[config.mk]
export PLATFORM = sky130hd
export DESIGN_NAME = dequantize
export DESIGN_NICKNAME = d
export VERILOG_FILES = /design/src/rtl/dequantize.sv
export SDC_FILE = /design/constraint.sdc
export NUM_CORES = 2
export LEC_CHECK = 0
export ABC_CLOCK_PERIOD_IN_PS = 6100
export CAP_MARGIN = 30
export CELL_PAD_IN_SITES_DETAIL_PLACEMENT = 1
export CELL_PAD_IN_SITES_GLOBAL_PLACEMENT = 1
export CORE_AREA = 3 3 408 511
export CTS_BUF_LIST = sky130_fd_sc_hd__clkbuf_8
export CTS_CLUSTER_SIZE = 16
export DETAILED_ROUTE_END_ITERATION = 8
export DIE_AREA = 0 0 411 514
export GPL_ROUTABILITY_DRIVEN = 0
export PLACE_DENSITY_LB_ADDON = 0.1
export SLEW_MARGIN = 20
export SYNTH_ARGS = -nofsm -noshare
export SYNTH_HDL_FRONTEND = slang
export SYNTH_SLANG_ARGS = --single-unit
export TNS_END_PERCENT = 50
[constraint.sdc]
create_clock -name i_clk -period 6.1 [get_ports i_clk]
set_input_delay 1.22 -clock i_clk [delete_from_list [all_inputs] [get_ports i_clk]]
set_output_delay 1.22 -clock i_clk [all_outputs]
set_load 0.02 [all_outputs]
[src/rtl/dequantize.sv]
// INT4 -> INT18 dequantizer: reads one block of DEPTH vectors from RAM, scales each lane,
// saturates, and streams results through a 2-entry valid/ready output FIFO.
module dequantize #(
   parameter int unsigned LANES = 16,
   parameter int unsigned QW    = 4,
   parameter int unsigned DW    = 18,
   parameter int unsigned DEPTH = 64,
   parameter int unsigned AW    = 6
) (
   input  logic                i_clk,
   input  logic                i_rst_n,
   input  logic                i_sf_valid,
   input  logic [DW*LANES-1:0] i_sf_data,
   input  logic                i_start,
   output logic                o_ram_re,
   output logic [AW-1:0]       o_ram_addr,
   input  logic [QW*LANES-1:0] i_ram_data,
   output logic [DW*LANES-1:0] o_data,
   output logic                o_valid,
   input  logic                i_ready,
   output logic                o_busy,
   output logic                o_done
);

   localparam int unsigned PW = QW + DW + 1;
   localparam logic signed [PW-1:0] SAT_MAX = PW'(2**(DW-1) - 1);
   localparam logic signed [PW-1:0] SAT_MIN = ~SAT_MAX;

   typedef enum logic [1:0] {S_IDLE, S_RUN, S_DRAIN} state_t;

   state_t               r_state, w_state_nxt;
   logic [AW-1:0]        r_addr, w_addr_nxt;
   logic                 r_inflight;
   logic [1:0]           r_count;
   logic [DW*LANES-1:0]  r_head, r_tail;
   logic [DW*LANES-1:0]  r_sf_act, r_sf_pend;
   logic                 r_sf_pend_vld;
   logic                 r_done;
   logic                 w_issue, w_done_nxt, w_pop, w_push;
   logic [1:0]           w_occ;
   logic signed [PW-1:0] w_prod [LANES];
   logic [DW*LANES-1:0]  w_sat;

   assign w_pop  = (r_count != 2'd0) && i_ready;
   assign w_push = r_inflight;
   // FIFO occupancy once this cycle's pop and returning read have landed
   assign w_occ  = r_count - 2'(w_pop) + 2'(r_inflight);

   // Next-state and read-issue decision
   always_comb begin
      w_state_nxt = r_state;
      w_addr_nxt  = r_addr;
      w_issue     = 1'b0;
      w_done_nxt  = 1'b0;
      case (r_state)
         S_IDLE: begin
            if (i_start) begin
               w_state_nxt = S_RUN;
               w_addr_nxt  = '0;
            end
         end
         S_RUN: begin
            if (w_occ < 2'd2) begin
               w_issue    = 1'b1;
               w_addr_nxt = r_addr + AW'(1);
               if (r_addr == AW'(DEPTH-1)) w_state_nxt = S_DRAIN;
            end
         end
         S_DRAIN: begin
            if (w_occ == 2'd0) begin
               w_state_nxt = S_IDLE;
               w_done_nxt  = 1'b1;
            end
         end
         default: w_state_nxt = S_IDLE;
      endcase
   end

   // Per-lane signed multiply by zero-extended scale factor, then INT18 saturation
   always_comb begin
      w_sat = '0;
      for (int g = 0; g < LANES; g++) begin
         w_prod[g] = PW'($signed(i_ram_data[g*QW +: QW])) *
                     PW'($signed({1'b0, r_sf_act[g*DW +: DW]}));
         if (w_prod[g] > SAT_MAX)      w_sat[g*DW +: DW] = SAT_MAX[DW-1:0];
         else if (w_prod[g] < SAT_MIN) w_sat[g*DW +: DW] = SAT_MIN[DW-1:0];
         else                          w_sat[g*DW +: DW] = w_prod[g][DW-1:0];
      end
   end

   always_ff @(posedge i_clk) begin
      if (!i_rst_n) begin
         r_state       <= S_IDLE;
         r_addr        <= '0;
         r_inflight    <= 1'b0;
         r_count       <= 2'd0;
         r_head        <= '0;
         r_tail        <= '0;
         r_sf_act      <= '0;
         r_sf_pend     <= '0;
         r_sf_pend_vld <= 1'b0;
         r_done        <= 1'b0;
      end else begin
         r_state    <= w_state_nxt;
         r_addr     <= w_addr_nxt;
         r_inflight <= w_issue;
         r_done     <= w_done_nxt;

         case ({w_push, w_pop})
            2'b10: begin
               if (r_count == 2'd0) r_head <= w_sat;
               else                 r_tail <= w_sat;
               r_count <= r_count + 2'd1;
            end
            2'b01: begin
               r_head  <= r_tail;
               r_count <= r_count - 2'd1;
            end
            2'b11: begin
               if (r_count == 2'd1) begin
                  r_head <= w_sat;
               end else begin
                  r_head <= r_tail;
                  r_tail <= w_sat;
               end
            end
            default: ;
         endcase

         // Scale factors arriving mid-block wait until the block completes
         if (r_done && r_sf_pend_vld) begin
            r_sf_act      <= r_sf_pend;
            r_sf_pend_vld <= 1'b0;
         end
         if (i_sf_valid) begin
            if (r_state == S_IDLE) begin
               r_sf_act <= i_sf_data;
            end else begin
               r_sf_pend     <= i_sf_data;
               r_sf_pend_vld <= 1'b1;
            end
         end
      end
   end

   assign o_ram_re   = w_issue;
   assign o_ram_addr = r_addr;
   assign o_data     = r_head;
   assign o_valid    = (r_count != 2'd0);
   assign o_busy     = (r_state != S_IDLE);
   assign o_done     = r_done;

endmodule

## Word-level counts from Yosys, hierarchy flattened

Cells that the tools add are included.
Widths: inputs -> output; s select.

- Bits in registers: 1165

- Reductions and logical operators: 17
- Bitwise operators: 1
- Magnitude comparators: 33
- Muxes and demuxes: 56
- Multipliers: 16
- Eq/ne operators: 14
- Add/sub/neg operators: 5

Operator list:

| operator | count |
|---|---|
| $mux 288 | 7 |
| $pmux 288 s3 | 1 |
| $mux 18 | 32 |
| $pmux 288 s2 | 1 |
| $gt 23x18->1 const B | 16 |
| $lt 23x18->1 const B | 16 |
| $mul 4x19->23 | 16 |
| $ne 2x2->1 const B | 7 |
| $mux 6 | 2 |
| $pmux 6 s2 | 1 |
| $reduce_bool 2->1 | 5 |
| $mux 2 | 4 |
| $add 6x1->6 const B | 1 |
| $eq 2x1->1 const B | 3 |
| $eq 2x2->1 const B | 3 |
| $eq 6x6->1 const B | 1 |
| $logic_not 2->1 | 3 |
| $mux 1 | 6 |
| $pmux 2 s3 | 1 |
| $reduce_and 2->1 | 3 |
| $reduce_and 3->1 | 2 |
| $pmux 2 s2 | 1 |
| $reduce_and 4->1 | 1 |
| $reduce_bool 3->1 | 1 |
| 7 further kinds | 8 |

## Depth between registers and ports, before layout

- Word-level depth: 7
- Gate-level depth with buffers: 21

## Worst setup path after synthesis

OpenSTA, ideal clock, no wires.

- Path type: input-to-reg
- Start: in i_ram_data[21]
- End: reg r_tail[100]
- Required time: 5.981 ns
- Arrival time: 6.015 ns
- Cell stages on the path: 20
- Path buffers: 3
- Slack: -0.035 ns
- Cells stage by stage: clkbuf_1 nand2_1 fa_1 fa_1 inv_1 fa_1 ha_1 fa_1 a21o_1 a221o_1 a2111o_1 a311oi_1 o21ai_1 xnor2_1 nand4b_1 and2_1 buf_4 nor2_4 buf_2 a21oi_1

- Cells in the longest elaborated chain, start to end: 6
- Elaborated cells between the ends (all ways): 8
- Classes of those cells: 1 x mul; 2 x order compare; 5 x mux

Ends and longest elaborated chain:

| item | line | source |
|---|---|---|
| from (decl) | 17 | `input logic [QW*LANES-1:0] i_ram_data,` |
| $mul 4x19->23 (*) | 83 | `w_prod[g] = PW'($signed(i_ram_data[g*QW +: QW])) *` |
| $lt 23x18->1 | 86 | `else if (w_prod[g] < SAT_MIN) w_sat[g*DW +: DW] = SAT_MIN[DW-1:0];` |
| $mux 18 | 86 |  |
| $mux 18 (*) | 85 | `if (w_prod[g] > SAT_MAX) w_sat[g*DW +: DW] = SAT_MAX[DW-1:0];` |
| $mux 288 (on tied branches) | 120, 111 |  |
| $pmux 288 s2 (*) | 109 | `case ({w_push, w_pop})` |
| to (signal assigned) | 112 | `else r_tail <= w_sat;` |
| to (signal assigned) | 124 | `r_tail <= w_sat;` |
| to (decl) | 35 | `logic [DW*LANES-1:0] r_head, r_tail;` |

Mark *: on every way between the ends. The rest lies on a longest branch, timed or not. The select of a mux whose other input is x is not followed.
A chain may end at the register's enable or synchronous reset.

## Worst setup path after layout

- Start: in i_ram_data[46]
- End: reg r_head[208], in the netlist o_data[208]

- Cells in the longest elaborated chain, start to end: 6
- Elaborated cells between the ends (all ways): 8
- Classes of those cells: 1 x mul; 2 x order compare; 5 x mux

Ends and longest elaborated chain:

| item | line | source |
|---|---|---|
| $mul 4x19->23 (*) | 83 |  |
| $lt 23x18->1 | 86 |  |
| $mux 18 | 86 |  |
| $mux 18 (*) | 85 |  |
| $mux 288 (on tied branches) | 120, 111 |  |
| $pmux 288 s3 (*) | 109 |  |
| to (signal assigned) | 111 | `if (r_count == 2'd0) r_head <= w_sat;` |
| to (signal assigned) | 121 | `r_head <= w_sat;` |
| to (signal assigned) | 123 | `r_head <= r_tail;` |
| to (decl) | 35 |  |

Marked as above.

==> metrics.yaml <==
synthMuxAreaShare_pct: 0.143
io_buffers: 654
ys_types: 105
syn_area_per_cell_um2: 8.16
cts_hold_buf: 0
vdd_drop_max_uv: 304
synth_top_family_by_area: "adder cells"
finalCritPeriodShare_pct: 96.3
grt_overflow: 0
seq_power_share_pct: 30.0
syn-cell-area_um2: 85600
cp-startpoint: "i_ram_data[46]"
clock-sinks: 1165
drive_gt1_share_pct: 10.3
synth_ff_type: "dfxtp_1"
worstPathMaxFanout: 12
drtIter0Drc: 4657
synth_top_area_share_pct: 27.2
synth-simple-area-share_pct: 21.5
synth.area.top_cells: "dfxtp_1 (27%), fa_1 (12%), ha_1 (11%), nand2_1 (7.1%), and2_1 (5.8%)"
maxSlewViolCount: 0
end_kind: "register"
rsz0062_at_grt: "no"
yosys_warnings: 0
worstPathRequired_ns: 6.94
hold-worst-slack_ns: 0.428
yosysMostFrequentCell: "nand2_1"
routed_via_density: 5.69
root_buffer: "clkbuf_8"
final_nets: 13100
hp-class: "reg2reg"
grt_pass1_wl_mm: 483
synth_xor_area_share_pct: 2.27
worst-setup-path-type: "in2reg"
synth_area_leader_cell: "dfxtp_1"
die_area_um2: 211000
synth_edf_count: 0
max_freq_mhz: 170
io_pins: 655
critPathLaunchType: "input port"
synth_fp_nets: 12100
holdCritStartpoint: "r_tail[97]"
synthTopCellsByCount: "nand2_1 (1618), dfxtp_1 (1165), a21oi_1 (896)"
antenna_found_initial: 22
tightest_slew_ns: 0.963
combPwrFrac_pct: 47.5
fin_ws_ns: 0.227
post-place-ws_ns: -0.849
async_flop_share_pct: 0
synth_compound_area_share_pct: 21.7
hpwlAfterDp_mm: 226
nFillCells: 24400
hold_viol: 0
p_sw_uw: 15000
grt_max_degree: 207
clk_pin_slew_ns: 0.08
p_per_area_nw_per_um2: 343
start_util_pct: 42.1
track_usage_pct: 28.1
cts_max_level: 4
min_period_ns: 5.87
drtAntennaViolNets: 0
drt_wl_total_mm: 303
core-area_um2: 203000
synthAdderAreaFrac_pct: 23.0
vias: 81900
cts.path.max_buffers: 3
grt_pass1_vias: 88200
rows: 185
p_sw_share_pct: 41.9
firstDrtPassIters: 6
floorplan.die.height_um: 514
die_w_um: 411
ys_ff_latch: 1165
timing.rr.start: "r_sf_act[146]"
wire_per_inst_um: 21.1
cts_resized: 0
power_uw: 35800
area_growth_pct: 21.9
clk_latency_ns: 0.98
maxCapViolCount: 0
max_slew_margin_pct: 35.8
critPathArrivalTime_ns: 6.72
cts_tree: "built"
cts_post_setup_buffers_inserted: 0
drc_errors: 0
ys_seq_area_share_pct: 27.2
setup_viol: 0
syn_inst: 10500
fin_skew_ns: 0.0539
status: "finished, final reports clean"
p_clk_share_pct: 22.4
total_leakage_power_uw: 0.0448
cts_buffers: 203
internal-power_uw: 20800
-- registers in the layout (all words and copies together), names as in the netlist --
| signal | cells |
|---|---|
| r_state | 2 |
| r_inflight | 1 |
| r_count | 2 |
| r_tail | 288 |
| r_sf_act | 288 |
| o_data | 288 |
| r_sf_pend | 288 |
| o_ram_addr | 6 |
| r_sf_pend_vld | 1 |
| o_done | 1 |
-- area by class of cell --
class / count / area, um2 / share of cell area [%]
Antenna cell: 18 / 45.0 / 0.0431
Clock buffer: 257 / 3540 / 3.39
Clock inverter: 106 / 898 / 0.860
Inverter: 325 / 1230 / 1.18
Multi-Input combinational cell: 8384 / 58900 / 56.4
Sequential cell: 1165 / 23300 / 22.3
Tap cell: 2711 / 3390 / 3.25
Timing Repair Buffer: 1425 / 13100 / 12.6
-- path summary, 6_finish.rpt --
path,end,slack (ns),depth (start not counted)
setup / recovery,o_data[208],0.23,21
setup reg to reg,o_data[151],0.59,19
hold reg to reg,o_data[97],0.43,2
hold / removal,o_data[97],0.43,2
-- logic make-up (layout without fill, tap and decap cells) --
logic type / Yosys count / in the layout
flip-flops: 1165 / 1165
multiplexers: 12 / 12
XOR/XNOR: 221 / 221
AO/OA/AOI/OAI: 2948 / 2948
AND/OR/NAND/NOR: 3947 / 3947
adder cells (fa/ha/maj): 1256 / 1256
other: 0 / 18
buffers and inverters: 940 / 2113
-- per-stage QoR --
step | instances | TNS, ns | cell area [um2] | util [%]
2_1_floorplan | 10500 | -0.116 | 85600 | -
3_3_place_gp | 14000 | -188.50 | 99900 | 49.1
3_5_place_dp | 14000 | -254.26 | 99900 | 49.1
4_1_cts | 14400 | 0 | 104000 | 51.3
5_1_grt | 14400 | 0 | 104000 | 51.3
6_report | 14400 | 0 | 104000 | 51.3
-- worst max-delay path, cell delays in order --
cell and delay [ns]:
clkdlybuf4s50_1 0.51, buf_12 0.14, nand2_1 0.08, fa_1 0.48, fa_1 0.50, inv_1 0.05
fa_1 0.45, ha_1 0.23, fa_1 0.48, a211oi_2 0.28, o211ai_1 0.22, a31oi_1 0.26
o21ai_0 0.16, o211ai_1 0.28, nand4_1 0.17, nor4b_2 0.35, buf_4 0.18, buf_4 0.10
o21ai_1 0.19, o21ai_0 0.29, a21oi_1 0.09
-- layer usage --
metal / track usage (%) / wire length (um) / vias to the layer above
li1: - / - / 38600
met1: 35.2 / 130000 / 41300
met2: 48.2 / 146000 / 1644
met3: 6.75 / 19500 / 407
met4: 7.44 / 7030 / 14
met5: 0 / 105 / -
-- cell usage in the layout (no fill, tap or decap), drive strengths merged, types with 78 or more instances in the layout --
| master | synthesis | final |
|---|---|---|
| nand2 | 1618 | 1618 |
| dfxtp | 1165 | 1165 |
| a21oi | 897 | 897 |
| nor2 | 866 | 866 |
| o21ai | 832 | 832 |
| and2 | 790 | 790 |
| buf | 58 | 772 |
| ha | 728 | 728 |
| clkdlybuf4s50 | 0 | 653 |
| fa | 528 | 528 |
| inv | 325 | 395 |
| a311oi | 301 | 301 |
| nor2b | 291 | 291 |
| clkbuf | 557 | 257 |
| o22ai | 175 | 175 |
| xnor2 | 124 | 124 |
| a21o | 99 | 99 |
| a211oi | 98 | 98 |
| xor2 | 97 | 97 |
| nor3 | 81 | 81 |
| o211ai | 79 | 79 |
| nand3 | 78 | 78 |
-- power groups by stage --
stage	Clock [uW]	Sequential, uW	Combinational [uW]
floorplan	0	11100	8670
global placement	0	10800	16400
detailed placement	0	10800	16900
CTS	8240	10700	17100
global route	8570	10900	18800
finish	8030	10700	17000
No activity file was read; power rests on OpenSTA's default activity.
